### src/rtl/imm_alloc.sv
// Write-side manager for the 4-wide immediate storage array: grants the
// lowest free row per dispatch group and drives the array write port a cycle later.
module imm_alloc #(
  parameter int unsigned SIZE  = 32,
  parameter int unsigned WIDTH = 32
) (
  input  logic                            i_clk,
  input  logic                            i_rst,
  input  logic                            i_req,
  input  logic [WIDTH-1:0]                i_imm0,
  input  logic [WIDTH-1:0]                i_imm1,
  input  logic [WIDTH-1:0]                i_imm2,
  input  logic [WIDTH-1:0]                i_imm3,
  output logic                            o_ready,
  output logic [$clog2(SIZE)-1:0]         o_idx0,
  output logic [$clog2(SIZE)-1:0]         o_idx1,
  output logic [$clog2(SIZE)-1:0]         o_idx2,
  output logic [$clog2(SIZE)-1:0]         o_idx3,
  input  logic                            i_free,
  input  logic [SIZE/4-1:0]               i_free_row,
  input  logic                            i_flush,
  output logic                            o_we,
  output logic [SIZE/4-1:0]               o_waddr,
  output logic [WIDTH-1:0]                o_wdata0,
  output logic [WIDTH-1:0]                o_wdata1,
  output logic [WIDTH-1:0]                o_wdata2,
  output logic [WIDTH-1:0]                o_wdata3,
  output logic [$clog2(SIZE/4):0]         o_busy_cnt
);

  localparam int unsigned ROWS  = SIZE / 4;
  localparam int unsigned ROW_W = (ROWS > 1) ? $clog2(ROWS) : 1;
  localparam int unsigned IDX_W = $clog2(SIZE);
  localparam int unsigned CNT_W = $clog2(ROWS) + 1;

  logic [ROWS-1:0]  busy;
  logic [ROWS-1:0]  busy_nxt;
  logic [ROWS-1:0]  sel_oh;
  logic [ROW_W-1:0] sel;
  logic [CNT_W-1:0] cnt_nxt;
  logic             alloc;

  // Lowest free row; scanned downward so the last hit is the lowest index.
  always_comb begin
    sel = '0;
    for (int r = ROWS - 1; r >= 0; r--) begin
      if (!busy[r]) sel = ROW_W'(r);
    end
  end

  always_comb begin
    sel_oh      = '0;
    sel_oh[sel] = 1'b1;
  end

  assign o_ready = ~(&busy) & ~i_flush & ~i_rst;
  assign alloc   = i_req & o_ready;

  assign o_idx0 = IDX_W'({sel, 2'd0});
  assign o_idx1 = IDX_W'({sel, 2'd1});
  assign o_idx2 = IDX_W'({sel, 2'd2});
  assign o_idx3 = IDX_W'({sel, 2'd3});

  // Next busy map: release and grant both apply; flush overrides everything.
  always_comb begin
    busy_nxt = busy;
    if (i_free) busy_nxt = busy_nxt & ~i_free_row;
    if (alloc)  busy_nxt = busy_nxt | sel_oh;
    if (i_flush) busy_nxt = '0;
  end

  always_comb begin
    cnt_nxt = '0;
    for (int r = 0; r < ROWS; r++) begin
      cnt_nxt = cnt_nxt + CNT_W'(busy_nxt[r]);
    end
  end

  // Busy state and registered write port; waddr clears whenever we clears.
  always_ff @(posedge i_clk) begin
    if (i_rst) begin
      busy       <= '0;
      o_busy_cnt <= '0;
      o_we       <= 1'b0;
      o_waddr    <= '0;
      o_wdata0   <= '0;
      o_wdata1   <= '0;
      o_wdata2   <= '0;
      o_wdata3   <= '0;
    end else begin
      busy       <= busy_nxt;
      o_busy_cnt <= cnt_nxt;
      o_we       <= alloc;
      o_waddr    <= alloc ? sel_oh : '0;
      if (alloc) begin
        o_wdata0 <= i_imm0;
        o_wdata1 <= i_imm1;
        o_wdata2 <= i_imm2;
        o_wdata3 <= i_imm3;
      end
    end
  end

endmodule
### config.mk
export PLATFORM = sky130hd
export DESIGN_NAME = imm_alloc
export DESIGN_NICKNAME = d
export VERILOG_FILES = /design/src/rtl/imm_alloc.sv
export SDC_FILE = /design/constraint.sdc
export NUM_CORES = 1
export LEC_CHECK = 0
export BUFFER_PORTS_ARGS = -buffer_cell sky130_fd_sc_hd__buf_2
export CAP_MARGIN = 40
export CORE_ASPECT_RATIO = 1.4
export CORE_MARGIN = 1
export CORE_UTILIZATION = 30
export DETAILED_ROUTE_END_ITERATION = 8
export MAX_ROUTING_LAYER = met4
export PLACE_DENSITY_LB_ADDON = 0.25
export SLEW_MARGIN = 30
export SYNTH_ARGS = -nofsm -noshare
export SYNTH_HDL_FRONTEND = slang
export SYNTH_SLANG_ARGS = --single-unit
### constraint.sdc
create_clock -name i_clk -period 6.55 [get_ports i_clk]
set_input_delay 0.9825 -clock i_clk [delete_from_list [all_inputs] [get_ports i_clk]]
set_output_delay 0.9825 -clock i_clk [all_outputs]
set_load 0.005 [all_outputs]
Word level (Yosys, flattened, before mapping)
Index checks and enable logic that the tools add are counted.
Storage, ports and cells
  bits in read-only memories: 0
  output and inout bits: 162
  logic and storage cells: 43
  memories kept: 0
  flip-flop bits (word level): 149
  bits in writable memories: 0
  input port bits: 141
  bits in latches: 0
Operators by class
  reduce and logical (&&, ||, !) cells: 3
  equality and inequality tests: 0
  shift operators: 0
  div/mod/pow operators: 0
  magnitude comparators: 2
  $mul: 0
  bitwise operators: 10
  add/sub/neg operators: 7
  muxes and demuxes: 13
Operators with widths (count)
  3-bit 2-to-1 mux: 8
  8-bit 2-to-1 mux: 3
  4-bit by 1-bit adder with 4-bit output: 4
  8-bit AND: 1
  8-bit NOT: 1
  8-bit OR: 1
  8-bit AND reduction: 1
  3-bit by 1-bit adder with 4-bit output: 1
  3-bit by 4-bit < comparator with 1-bit output, second input constant: 1
  1-bit NOT: 4
  2-bit by 1-bit adder with 3-bit output: 1
  1-bit AND: 3
  1-bit demux with 3-bit select: 1
  3-bit by 1-bit greater-or-equal comparator with 1-bit output, second input constant: 1
  1-bit by 1-bit adder with 2-bit output: 1
  2-bit OR reduction: 1
  1-bit logical AND: 1
  1-bit 2-to-1 mux: 1

Depth between registers and ports, before layout
Gate-level depths: netlist of the first run.
  depth after elaboration: 22
  depth in mapped cells: 14
  mapped depth without buffers: 13

Worst setup path after synthesis of the first run
OpenSTA, ideal clock, no wires.
  path kind: input to register
  start point: input port i_rst
  end point: register o_busy_cnt[2]
  cell stages on the path: 14
  path buffers: 1
  setup slack: 2.213 ns
  arrival: 4.209 ns
  setup time: 0.128 ns
  required time: 6.422 ns
  cell sequence: buf_2 or3b_1 nor4b_2 a21oi_1 or2_1 fa_1 fa_1 fa_1 inv_1 ha_1 inv_1 fa_1 xor2_1 nor2_1
Between the ends
  word-level cells in the longest chain between the ends: 12
Ends and longest elaborated chain
  start, declared: RTL line 8  | input logic i_rst,
  1-bit NOT: RTL line 56  | assign o_ready = ~(&busy) & ~i_flush & ~i_rst;
  1-bit AND: RTL line 56
  1-bit AND: RTL line 57  | assign alloc = i_req & o_ready;
  8-bit 2-to-1 mux: RTL line 68  | if (alloc) busy_nxt = busy_nxt | sel_oh;
  8-bit 2-to-1 mux: RTL line 69  | if (i_flush) busy_nxt = '0;
  1-bit by 1-bit adder with 2-bit output: RTL line 75  | cnt_nxt = cnt_nxt + CNT_W'(busy_nxt[r]);
  2-bit by 1-bit adder with 3-bit output: RTL line 75
  3-bit by 1-bit adder with 4-bit output: RTL line 75
  4-bit by 1-bit adder with 4-bit output (4 in a row): RTL line 75
  end signal, assigned: RTL line 92  | o_busy_cnt <= cnt_nxt;
  end, declared: RTL line 28  | output logic [$clog2(SIZE/4):0] o_busy_cnt
Several ways; a longest one is shown, not always the timed one.
A chain may end at the register's enable or synchronous reset.

Worst setup path after layout of the first run
Same ends and word-level chain as after synthesis.

==> results.txt, run 1 <==
Global routing consumed, on the met1 layer, 14.75% of the routing resources. The logs give 24.04% for the met2 demand-to-capacity share in global routing and 0 for the DRC violation count after routing. The tools report the number of hold buffers added after CTS as 0. The run finished with clean final reports.

The final layout contains routed wiring with a total length of 15660 µm. The most common flop cell mapped by yosys was sky130_fd_sc_hd__dfxtp_1. The shortest clock period the worst path allows after layout works out to 4.381 ns.

The worst-case IR drop observed on VDD is 0.0001645 V. Leaving out fill and tap cells, the most frequent cells in the layout are sky130_fd_sc_hd__buf_2 (293), sky130_fd_sc_hd__dfxtp_1 (149), sky130_fd_sc_hd__nor2b_1 (129). The adder-cell area share of the yosys netlist works out to 1.777%.

The start of the worst register-to-register path is busy[0]$_SDFF_PP0_. For the accumulated negative setup slack, the log shows 0 ns. The later pin in the worst-skew pair is clocked with a latency of 0.42 ns. Setup repair after global routing left no endpoint under its margin. The portion of synthesized area spent on multiplexers is 27.45%. The master cell of the clock root buffer was sky130_fd_sc_hd__clkbuf_16. The most congested layer reported by global routing is met2. At the worst endpoint, the required time is 6.84 ns.

Buffers placed on the I/O ports in this run total 294. Each instance of the synthesized netlist takes up on average 12.14 µm². On the final layout, the worst clock skew is 0.01044 ns. Once detail routing completed, the nets flagged for antenna violations numbered 0.

Dividing the final minimum period by the clock period gives 66.88%. During I/O placement, the number of pins put on the boundary was 303. Using the TritonRoute via totals, the vias-per-cell ratio works out to 4.150. The H-tree depth was 4. TritonCTS built the clock tree.

The run gives 0 as the max-slew violation count. The tools report the startpoint of the most critical setup path as i_rst. Summing all placed instances gives a cell area of 8113 µm². The total area inside the core boundary comes to 21440 µm². After detailed routing, the average wire length per cell comes to 13.91 µm.

No sink is reached through more buffers than the 2 on the longest clock path. The tools report the global-route wire length before repair as 23550 µm. From synthesis to final layout, the design area changed by 32.50%. For this design the ratio of total power to cell area is 259.5 nW/µm². The total number of yosys warnings was 0; the width of the die was 127.5 µm.

The via count of the first global-routing pass was 4516. The logs give 4.974% for the met3 routing resource usage after global routing and 0 for the count of maximum capacitance violations. Global routing used 14.07% of the available tracks across all layers. The tools report the number of clock sinks as 149. In this run, distinct cell masters in the synthesized netlist total 37. Number of standard-cell rows in the floorplan: 63. The post-synthesis share of cell area spent on and, or, nand and nor gates was 16.62%. In this run, post-CTS repair resized a total of 0 instances. At the end of the flow, the number of nets in the layout was 968. In this run, CTS created clock tree buffers numbering 17.

The design draws 2.276 mW. Counting instances, the worst hold path has a depth of 2. The arrival time at the worst endpoint is 4.67 ns. Leaving out fill and tap cells, the most frequent cell in the layout is sky130_fd_sc_hd__buf_2. In this run, synthesis produced a sequential element count of 149. The floorplan step defined a die boundary enclosing 22670 µm². The type of the worst setup path is in2reg. Timing would allow up to 228.3 MHz.

With fillers left out, the area of the finished cells amounts to 8770 µm². Final global-route overflow total: 0. The share of cells above drive strength 1 is 54.86%, and the vias after detailed routing is 4673. Gate count of the mapped netlist: 545. The chip height is 177.8 µm. The leakage power of the design is 4.568 nW. The run gives 48.79% as the tightest slew margin relative to the limit.

STA classifies the critical path endpoint as a flip-flop. The endpoint of the worst hold path was busy[7]$_SDFF_PP0_. In this run the worst path has a maximum fanout of 55. Once the clock tree was built, the setup fixing pass inserted 0 buffers. STA classifies the critical path startpoint as an input pin.

The parity-gate share of the synthesized area counting xor and xnor cells was 0.1323%; the number of failing hold endpoints at the final stage was 0. On the final layout, the worst hold slack is 0.5274 ns. The post-synthesis compound-gate area fraction was 1.550%. The fraction of synthesis flops using an asynchronous set or reset pin was 0%.

For the pin with the worst max-slew slack, the measured transition is 0.7682 ns. The detailed placement HPWL is 11200 µm. The min-delay analysis places its worst path in the category reg2reg. The post-route worst setup slack is 2.169 ns, and the cell area after synthesis is 6619 µm². Sequential elements use 45.07% of the synthesized area. Setup slack on the worst reg-to-reg path comes out at 2.91 ns. The maximum number of pins on one net before global-route repair was 59. Number of antenna violations at the first check in global routing: 0. By area, the combinational part of the netlist is dominated by multiplexers.

For the detailed-routing iteration count for the pre-antenna-repair pass, the log shows 4. The tools report the hold path startpoint as busy[7]$_SDFF_PP0_. Clock-pin slew was measured on the worst setup and hold paths at 0.06 ns. The number of flops mapped to enable cells by yosys is 0. Capture point of the worst reg-to-reg path: o_busy_cnt[2]$_SDFF_PP0_.

Setup violations remaining at the end of the flow were counted as 0. The run gives 0.7662 as the global placer's final weighted congestion. Prior to clock tree synthesis, the placed netlist has a worst setup slack of 1.712 ns.

Measured in cells, the most critical reg-to-reg path has a length of 13. The starting density of the core was 30.87%. The violation count after the first detailed-routing iteration was 118.
## where the power goes
group / total [mW] / internal [mW] / switching (mW)
registers: 0.970 / 0.952 / 0.0184
logic: 0.228 / 0.140 / 0.0886
clock network: 1.08 / 0.697 / 0.380
total: 2.28 / 1.79 / 0.487
## sequential cells by signal (all words and copies together), names as in the netlist
name        cells
o_wdata0       32
o_wdata1       32
o_waddr         8
busy            8
o_we            1
o_wdata2       32
o_wdata3       32
o_busy_cnt      4
## metrics by stage
stage          utilization [%]  std cells
6_report                 40.90       1126
5_1_grt                  40.89       1125
4_1_cts                  40.89       1125
3_5_place_dp             37.84       1093
3_3_place_gp             37.56       1091
2_1_floorplan                -        551
## how the worst max path moves through the flow
stage          slack, ns                       end
6_report            2.17  o_busy_cnt[2]$_SDFF_PP0_
5_1_grt             1.97  o_busy_cnt[2]$_SDFF_PP0_
4_1_cts             2.16  o_busy_cnt[2]$_SDFF_PP0_
3_5_place_dp        1.71  o_busy_cnt[2]$_SDFF_PP0_
3_3_place_gp        1.75  o_busy_cnt[2]$_SDFF_PP0_
2_1_floorplan       2.21  o_busy_cnt[2]$_SDFF_PP0_
## cells by family after synthesis
group / after synthesis
fa+ha+maj: 7
mux: 128
simple gates: 184
flops: 149
compound gates: 16
other cells: 2
xor+xnor: 1
buf+inv: 58
## worst max-delay path, stage by stage
cell                      delay (ns)
sky130_fd_sc_hd__buf_4          0.28
sky130_fd_sc_hd__or3b_1         0.50
sky130_fd_sc_hd__nor4b_2        0.32
sky130_fd_sc_hd__a21oi_1        0.09
sky130_fd_sc_hd__or2_1          0.23
sky130_fd_sc_hd__fa_1           0.45
sky130_fd_sc_hd__fa_1           0.50
sky130_fd_sc_hd__fa_1           0.41
sky130_fd_sc_hd__inv_1          0.07
sky130_fd_sc_hd__ha_1           0.17
sky130_fd_sc_hd__inv_1          0.06
sky130_fd_sc_hd__fa_1           0.37
sky130_fd_sc_hd__xor2_1         0.16
sky130_fd_sc_hd__nor2_1         0.05
## synth_stat cells (3+ instances only)
master                     instances  area share (%)
sky130_fd_sc_hd__nand3_1           3            0.23
sky130_fd_sc_hd__nor2b_1         129              12
sky130_fd_sc_hd__nor2_1           19             1.1
sky130_fd_sc_hd__nand2_1          16            0.91
sky130_fd_sc_hd__inv_1             9            0.51
sky130_fd_sc_hd__buf_2             3            0.23
sky130_fd_sc_hd__dfxtp_1         149              45
sky130_fd_sc_hd__clkbuf_1         14            0.79
sky130_fd_sc_hd__buf_4            18             2.0
sky130_fd_sc_hd__buf_12           11             3.3
sky130_fd_sc_hd__ha_1              3            0.57
sky130_fd_sc_hd__nand2b_1          3            0.28
sky130_fd_sc_hd__mux2_4          100              23
sky130_fd_sc_hd__o22ai_1           4            0.38
sky130_fd_sc_hd__a21oi_1           7            0.53
sky130_fd_sc_hd__mux2_1            9             1.5
sky130_fd_sc_hd__mux2_2           19             3.2
sky130_fd_sc_hd__fa_1              4             1.2
## layout make-up
class / instances / area, µm²
diodes: 1 / 2.502
clock buffers: 24 / 511.7
clock inverters: 8 / 142.6
fillers: 2142 / 12670
inverters: 9 / 33.78
multi-input cells: 344 / 3176
flip-flops and latches: 149 / 2983
well taps: 292 / 365.4
repair buffers: 299 / 1555
## layer usage
metal | vias up | wire [µm] | share of wire [%]
li1 | 2319 | - | -
met1 | 2143 | 6328 | 40
met5 | - | 0 | 0
met3 | 16 | 1103 | 7.0
met4 | 0 | 212 | 1.4
met2 | 195 | 8020 | 51
No activity file was read; power rests on OpenSTA's default activity.
==> inputs of run 2 (changes only) <==
==> constraint.sdc (replaced) <==
create_clock -name i_clk -period 4.48 [get_ports i_clk]
set_input_delay 0.672 -clock i_clk [delete_from_list [all_inputs] [get_ports i_clk]]
set_output_delay 0.672 -clock i_clk [all_outputs]
set_load 0.005 [all_outputs]
==> run 2 against run 1 <==
Clock power up 36%. Clock skew is 0.0037 ns higher. Critical path depth did not move. Combinational power is 46% higher. Critical endpoint unchanged. Worst setup slack got worse by 1.5 ns. Die area unchanged. Global-route usage about the same.
==> results.txt, run 2 (synthesis gave the netlist of run 1 again) <==
The tools report the startpoint type of the worst setup path as an input pin. The clock period could shrink to 3.777 ns. At the pin with the least slew margin, the transition time is 0.7360 ns. Along the worst hold path, the cell count comes to 2.

Including well taps, the total number of placed cells is 1094. The largest clock skew in the final design came out at 0.01413 ns. The worst register-to-register path ends at o_busy_cnt[2]$_SDFF_PP0_. Once the floorplan was initialized, standard cells occupied 30.87% of the core. Once layout is complete, the cells apart from fillers number 1126.

In the layout the commonest cells are sky130_fd_sc_hd__buf_2 (293), sky130_fd_sc_hd__dfxtp_1 (149), sky130_fd_sc_hd__nor2b_1 (129). The total routed wirelength was 15520 µm. The share of the clock period used by the worst path came out at 84.30%.

Along the worst path, the maximum fanout reaches 4. The type of the worst setup path was in2reg. Detailed routing inserted a total of 4705 vias. The run gives 4550 as the via count of the first global-routing pass.

For the I/O pin total, the log shows 303. The worst register-to-register path has a depth of 13. Input and output buffers added on the ports amount to 294.

Buffers inserted during clock tree synthesis total 17. The share of cells above drive strength 1 was 54.92%. The repair_antennas step left the layout with diodes totalling 0. The H-tree depth was 4; the area inside the core boundary was 21440 µm². The hold path startpoint was i_imm1[26]. The tools report the worst vdd rail ir drop as 0.0002452 V. The run finished with clean final reports. The tools report the tightest slew margin relative to the limit as 50.93%. In this run the critical register-to-register path is launched from busy[0]$_SDFF_PP0_. For the number of antenna violations at the first check in global routing, the log shows 0. The worst hold path belongs to the class in2reg. After clock tree synthesis, the repair step resized 0 gates. Setup slack on the worst reg-to-reg path comes out at 0.86 ns.

After detailed routing, the average wire length per cell comes to 13.79 µm. The count of nets left with antenna violations after detail routing was 0; the count of maximum capacitance violations was 0. The tools report the global-route usage over all layers as 14.08%. After clock tree synthesis, the clock-pin slew on the worst setup and hold paths is 0.06 ns. Global routing finished with a remaining overflow of 0. Row generation in the floorplan step produced 63 rows. Category of the worst setup path capture point: a flip-flop. The final layout contains 969 nets. In this run, post-CTS hold repair placed 0 buffers. The floorplan step set the die width to 127.5 µm. For this design the ratio of total power to cell area is 370.2 nW/µm².

The most frequent standard cell in the layout excluding fill and tap cells is sky130_fd_sc_hd__buf_2. Dividing the detail-routed via count by the number of cells gives 4.179. Counting along the longest clock path gives a buffer depth of 2. The run gives 11100 µm as the detailed placement HPWL. After detailed routing, the number of remaining DRC violations is 0. The tree is rooted in a sky130_fd_sc_hd__clkbuf_16. Setup violations remaining at the end of the flow were counted as 0. The accumulated negative setup slack is 0 ns. At the later pin of the worst-skew pair, clock insertion delay measures 0.43 ns.

Data arrives at the worst endpoint at 4.06 ns. The leakage power of the design is 4.536 nW, and the required time reported for the critical path endpoint is 4.76 ns. The floorplan step defined a die boundary enclosing 22670 µm². The relative area change from synthesis to final layout was 31.63%. The path with the worst hold slack has its endpoint at o_wdata1[26]$_SDFFE_PP0N_.

The first global-routing pass estimated 23470 µm of wire. The tools report the post-CTS repair timing setup buffer count as 0. The chip height was 177.8 µm; the number of failing hold endpoints at the final stage was 0. The max-slew violation count is 0, and the global placer's final weighted congestion is 0.7898.

Derived from the worst setup path, the maximum achievable clock frequency is 264.8 MHz. Setup repair after global routing left no endpoint under its margin. For this run, the detailed router's first-pass iteration total came to 5. TritonCTS built the clock tree. The clock drives 149 sinks. Entering global routing, the biggest net connects 69 pins.

The first routing iteration left 135 violations.
==> run 2: worst max-delay path: stages <==
cell                      delay, ns
sky130_fd_sc_hd__buf_4         0.13
sky130_fd_sc_hd__or3b_1        0.42
sky130_fd_sc_hd__nor4b_2       0.27
sky130_fd_sc_hd__a21oi_1       0.11
sky130_fd_sc_hd__or2_1         0.24
sky130_fd_sc_hd__fa_1          0.45
sky130_fd_sc_hd__fa_1          0.50
sky130_fd_sc_hd__fa_1          0.41
sky130_fd_sc_hd__inv_1         0.07
sky130_fd_sc_hd__ha_1          0.16
sky130_fd_sc_hd__inv_1         0.05
sky130_fd_sc_hd__fa_1          0.37
sky130_fd_sc_hd__xor2_1        0.15
sky130_fd_sc_hd__nor2_1        0.05
==> run 2: how the worst max path moves through the flow <==
stage / start / end / slack, ns / depth (start not counted)
floorplan: i_rst / o_busy_cnt[2]$_SDFF_PP0_ / 0.45 / 14
global placement: i_rst / o_busy_cnt[2]$_SDFF_PP0_ / 0.27 / 14
detailed placement: i_rst / o_busy_cnt[2]$_SDFF_PP0_ / 0.25 / 14
CTS: i_rst / o_busy_cnt[2]$_SDFF_PP0_ / 0.71 / 14
global route: i_rst / o_busy_cnt[2]$_SDFF_PP0_ / 0.56 / 14
finish: i_rst / o_busy_cnt[2]$_SDFF_PP0_ / 0.70 / 14
==> run 2: per-stage QoR <==
stage	setup slack [ns]	util, %	hold slack (ns)	power [mW]	area [µm²]
2_1_floorplan	0.4536	-	0.4804	1.649	6641
3_3_place_gp	0.2693	37.79	0.5467	1.781	8102
3_5_place_dp	0.2495	37.79	0.5473	1.783	8102
4_1_cts	0.7090	40.63	0.4255	3.281	8712
5_1_grt	0.5574	40.63	0.4315	3.374	8712
6_report	0.7034	40.63	0.4509	3.225	8712
==> run 2: where the power goes <==
group          switching, mW  internal [mW]  leakage, nW
combinational          0.130          0.203         3.02
sequential            0.0263           1.39         1.22
clock                  0.570          0.905        0.292
==> run 2: metal layers <==
layer	GRT usage, %	vias to the layer above	routed length (µm)
li1	-	2318	-
met1	14.65	2159	6252
met2	24.27	208	7945
met3	4.673	20	1075
met4	5.804	0	249
met5	-	-	0
==> run 2: cell type report <==
cell class	count	area [µm²]
clock buffers	20	456.7
clock inverters	12	153.9
fillers	2144	12730
inverters	9	33.78
multi-input cells	344	3176
flip-flops and latches	149	2983
well taps	292	365.4
repair buffers	300	1544
==> inputs of run 3 (changes only) <==
--- a/config.mk
+++ b/config.mk
@@ -5,6 +5,7 @@
 export SDC_FILE = /design/constraint.sdc
 export NUM_CORES = 1
 export LEC_CHECK = 0
+export ABC_AREA = 1
 export BUFFER_PORTS_ARGS = -buffer_cell sky130_fd_sc_hd__buf_2
 export CAP_MARGIN = 40
 export CORE_ASPECT_RATIO = 1.4
==> constraint.sdc (replaced) <==
create_clock -name i_clk -period 3.1 [get_ports i_clk]
set_input_delay 0.465 -clock i_clk [delete_from_list [all_inputs] [get_ports i_clk]]
set_output_delay 0.465 -clock i_clk [all_outputs]
set_load 0.005 [all_outputs]
==> run 3 against run 2 <==
The run now ends with setup timing left. Sequential power is 41% higher. Synthesized cell count increased by 31%. Via count is 15% higher. Largest cell class is now flip-flops and latches. Global-route usage rose by 3.2 points. Die area fell by 16%. Utilization rose by 3.8 points. Wire length rose by 3.8%. Combinational power decreased by 1%. Critical path depth is 4 higher. Total power rose by 44%.
==> results.txt, run 3 <==
The flow ran to the end, but the final reports show violations. The checks that failed: setup timing. The analysis attributes to cell leakage a power of 3.867 nW.

The die is 117.1 µm wide. The final layout contains 1153 nets. Along the worst path, the maximum fanout reaches 4. Among all stages on the critical path, the largest delay is contributed by sky130_fd_sc_hd__fa_1. The worst setup path is of the reg2reg kind. Of the total synthesized cell area, the portion taken by AND, OR, NAND and NOR gates is 22.68%.

Adder-cell area share of the yosys netlist: 2.113%. TritonCTS built the clock tree. By area the synthesized netlist is led by sky130_fd_sc_hd__dfxtp_1 (54%), sky130_fd_sc_hd__nand2_1 (21%), sky130_fd_sc_hd__a21oi_1 (12%).

The tools report the area inside the core boundary as 18070 µm². Input and output buffers added on the ports amount to 294. The tools report the number of non-filler instances in the completed layout as 1260. The signal on the critical path passes through buf_6 > nand2_2 > nand2_1 > nand2_1 > nand2_1 > nand2_2 > nand2_2 > nand2_2 > nand2_2 > nand2_2 > fa_1 > fa_1 > fa_1 > inv_2 > ha_4 > inv_2 > fa_2 > nor2_1. Master cell of the clock root buffer: sky130_fd_sc_hd__clkbuf_16.

The synthesized design contains 149 register bits. The number of distinct library cells after synthesis was 21. The share of the Yosys chip area taken by registers is 53.60%. Setup violations remaining at the end of the flow were counted as 3.

Timing analysis after detailed placement gives a worst setup slack of -0.4384 ns. After synthesis, the largest family of logic cells by area is simple AND/OR/NAND/NOR gates. The DRC violation count after routing came out at 0. The sequential cell area was 2988 µm²; the global-route wire length before repair was 24470 µm.

The capture point of the worst reg-to-reg path was o_busy_cnt[1]$_SDFF_PP0_. The top cell types in the final layout, fill and taps aside, are sky130_fd_sc_hd__nand2_1 (294), sky130_fd_sc_hd__buf_2 (293), sky130_fd_sc_hd__dfxtp_1 (145). The most common cell in the synthesized netlist is sky130_fd_sc_hd__nand2_1.

By count the netlist is led by sky130_fd_sc_hd__nand2_1 (306), sky130_fd_sc_hd__dfxtp_1 (149), sky130_fd_sc_hd__a21oi_1 (138). Leaving out fill and tap cells, the most frequent cell in the layout is sky130_fd_sc_hd__nand2_1. The total number of yosys warnings is 0.

Total power after layout: 4.638 mW. For the number of antenna violations at the first check in global routing, the log shows 3. The number of failing hold endpoints at the final stage was 0; the slew at the pin closest to its max-slew limit was 0.8250 ns. Setup repair after global routing could not meet its margin everywhere.

The cell type with the largest total area after synthesis is sky130_fd_sc_hd__dfxtp_1. The fill cell instance count of the final layout came out at 1937. The internal portion of the total power is 3.636 mW. For the global placer's final weighted congestion, the log shows 0.8546. The run gives 3.68 ns as the arrival time at the worst endpoint.

Violation count after the first detailed-routing iteration: 223. For this design the total switching power over the nets is 1.002 mW. For this run the aggregate overflow at the end of global routing stands at 0.

Multi-input logic area: 2198 µm². Across the VDD grid, the largest voltage drop is 0.0002782 V. The switching portion of total power is 21.61%. Cells with a size suffix above 1 make up 38.45% of the layout.

Among the stages of the critical path, the cell type that occurs most often is sky130_fd_sc_hd__nand2_2. The run gives 5050 as the via count of the first global-routing pass. The tools report the end point of the critical path as o_busy_cnt[1]$_SDFF_PP0_. The tools report the startpoint type of the worst setup path as a flip-flop. For the max-slew violation count, the log shows 0. The worst path needs 3.398 ns of the cycle, external delays included. The top cell type by area accounts for 53.60% of the synthesized area. The area growth from synthesis to layout is 44.13%. The highest clock rate is 294.3 MHz. The tool flagged a number of max-cap violations equal to 0. The post-detailed-route wirelength per cell came out at 12.79 µm.

Number of hold buffers added after CTS: 0. Per report_power, the combinational group accounts for 7.1% of the total. The starting density of the core was 30.80%. The fraction of power consumed by sequential logic is 43.0%, and the post-synthesis compound-gate area fraction is 12.50%.

The cell depth of the worst flop-to-flop path was 18; the parity-gate share of the synthesized area counting xor and xnor cells was 0.1574%. The detailed-routing iteration count for the pre-antenna-repair pass came out at 4. In this run, CTS created clock tree buffers numbering 17.

The maximum number of pins on one net before global-route repair is 79, and the clock slew at the register clock pins of the worst setup and hold paths is 0.06 ns. For the post-route worst setup slack, the log shows -0.2980 ns. In this design, the stage delay of the slowest critical-path cell is 0.56 ns. The clock network burns 49.9% of the power. For the worst-skew pair, the clock arrives at the later sink with an insertion delay of 0.41 ns.

The most critical setup path has its startpoint at busy[5]$_SDFF_PP0_. The tightest hold path in the finished design has a slack of 0.2906 ns. Including well taps, the total number of placed cells is 1222. The share of the clock period used by the worst path came out at 109.6%. The most common flop cell mapped by yosys is sky130_fd_sc_hd__dfxtp_1. STA puts the critical path data required time at 3.38 ns.

Synthesis handed over a netlist of 712 instances. The detailed placement HPWL was 11230 µm; the I/O pin total was 303. No sink is reached through more buffers than the 2 on the longest clock path. The setup slack of the most critical reg-to-reg path came out at -0.30 ns. Measured against the total synthesized area, the mux share comes to 0%.

For the number of standard-cell rows in the floorplan, the log shows 58. In this run the power density over the cells is 578.3 nW/µm². CTS saw 149 sinks.

Number of flops mapped to enable cells by yosys: 0. The final layout contains routed wiring with a total length of 16120 µm. From bottom edge to top edge, the die measures 163.2 µm.

The global-route usage over all layers is 17.26%. Each instance of the synthesized netlist takes up on average 7.816 µm². The detail route stage leaves a number of antenna-violating nets equal to 0. The run gives 19110 µm² as the overall die area.

The ratio of routed vias to standard cells was 4.294; the utilization after layout was 44.39%. Counting flops with an async set or reset pin after synthesis yields a share of 0%. The H-tree depth came out at 4. The tightest min-delay check is of the in2reg type. On the final layout, the worst clock skew is 0.01213 ns. STA classifies the critical path endpoint as a flip-flop. The tools report the tightest slew margin relative to the limit as 45.00%. The start of the worst register-to-register path is busy[5]$_SDFF_PP0_.

In this run the cell area of the synthesized design comes to 5565 µm². The vias after detailed routing came out at 5411.
run 3: cell count changes after synthesis, moves of 9 or more:
cell	before	now
sky130_fd_sc_hd__a21oi_1	7	138
sky130_fd_sc_hd__buf_12	11	0
sky130_fd_sc_hd__buf_2	3	17
sky130_fd_sc_hd__inv_1	9	26
sky130_fd_sc_hd__mux2_1	9	0
sky130_fd_sc_hd__mux2_2	19	0
sky130_fd_sc_hd__mux2_4	100	0
sky130_fd_sc_hd__nand2_1	16	306
sky130_fd_sc_hd__nor2_1	19	9
sky130_fd_sc_hd__nor2b_1	129	0
run 3: kinds of logic after synthesis:
| logic type | after synthesis |
|---|---|
| flip-flops | 149 |
| XOR/XNOR | 1 |
| buffers and inverters | 88 |
| AO/OA/AOI/OAI | 139 |
| adder cells (fa/ha/maj) | 7 |
| other | 2 |
| AND/OR/NAND/NOR | 326 |
run 3: worst min-delay path by stage:
| stage | startpoint | end | depth (start not counted) |
|---|---|---|---|
| floorplan | o_wdata0[0]$_SDFFE_PP0N_ | o_wdata0[0]$_SDFFE_PP0N_ | 2 |
| global placement | o_wdata3[24]$_SDFFE_PP0N_ | o_wdata3[24]$_SDFFE_PP0N_ | 2 |
| detailed placement | o_wdata1[30]$_SDFFE_PP0N_ | o_wdata1[30]$_SDFFE_PP0N_ | 2 |
| CTS | i_imm0[30] | o_wdata0[30]$_SDFFE_PP0N_ | 3 |
| global route | i_imm3[18] | o_wdata3[18]$_SDFFE_PP0N_ | 3 |
| finish | i_imm0[29] | o_wdata0[29]$_SDFFE_PP0N_ | 3 |
run 3: area by class of cell:
cell class	instances	area share, %
Sequential cell	149	37.25
Multi-Input combinational cell	481	27.41
Timing Repair Buffer	329	22.01
Clock buffer	19	5.397
Tap cell	240	3.744
Clock inverter	12	2.808
Inverter	27	1.295
Antenna cell	3	0.09359
run 3: critical path, delay by kind of cell, from the launching register on:
family	cells	cell delay (ns)
adder cells (fa/ha/maj)	5	2.06
AND/OR/NAND/NOR	10	0.62
flip-flops	1	0.36
buffers and inverters	3	0.21
run 3: per-layer routing:
metal	track usage (%)	part of all wire [%]	vias to the layer above	routed length, µm
met3	4.527	5.9	21	943
met1	18.42	40	2418	6506
met2	29.75	52	171	8338
met5	-	0	-	0
li1	-	-	2801	-
met4	7.365	2.1	0	331
run 3: timing repair:
action,4_1_cts,5_1_grt
buffers inserted,3,0
endpoints found under the setup margin,4,4
pin swaps,1,4
gates resized for setup,18,8
run 3: power by group through the flow:
| stage | combinational, mW | sequential (mW) | clock, mW |
|---|---|---|---|
| 6_report | 0.329 | 2.00 | 2.31 |
| 5_1_grt | 0.370 | 2.00 | 2.45 |
| 4_1_cts | 0.332 | 2.00 | 2.38 |
| 3_5_place_dp | 0.330 | 2.04 | 0 |
| 3_3_place_gp | 0.327 | 2.04 | 0 |
| 2_1_floorplan | 0.155 | 2.05 | 0 |
run 3: through the flow:
| step | TNS (ns) | instance area (µm²) |
|---|---|---|
| floorplan | -1.262 | 5652 |
| global placement | -0.9424 | 7233 |
| detailed placement | -0.9987 | 7253 |
| CTS | -0.4922 | 7973 |
| global route | -1.222 | 8021 |
| finish | -0.5763 | 8021 |
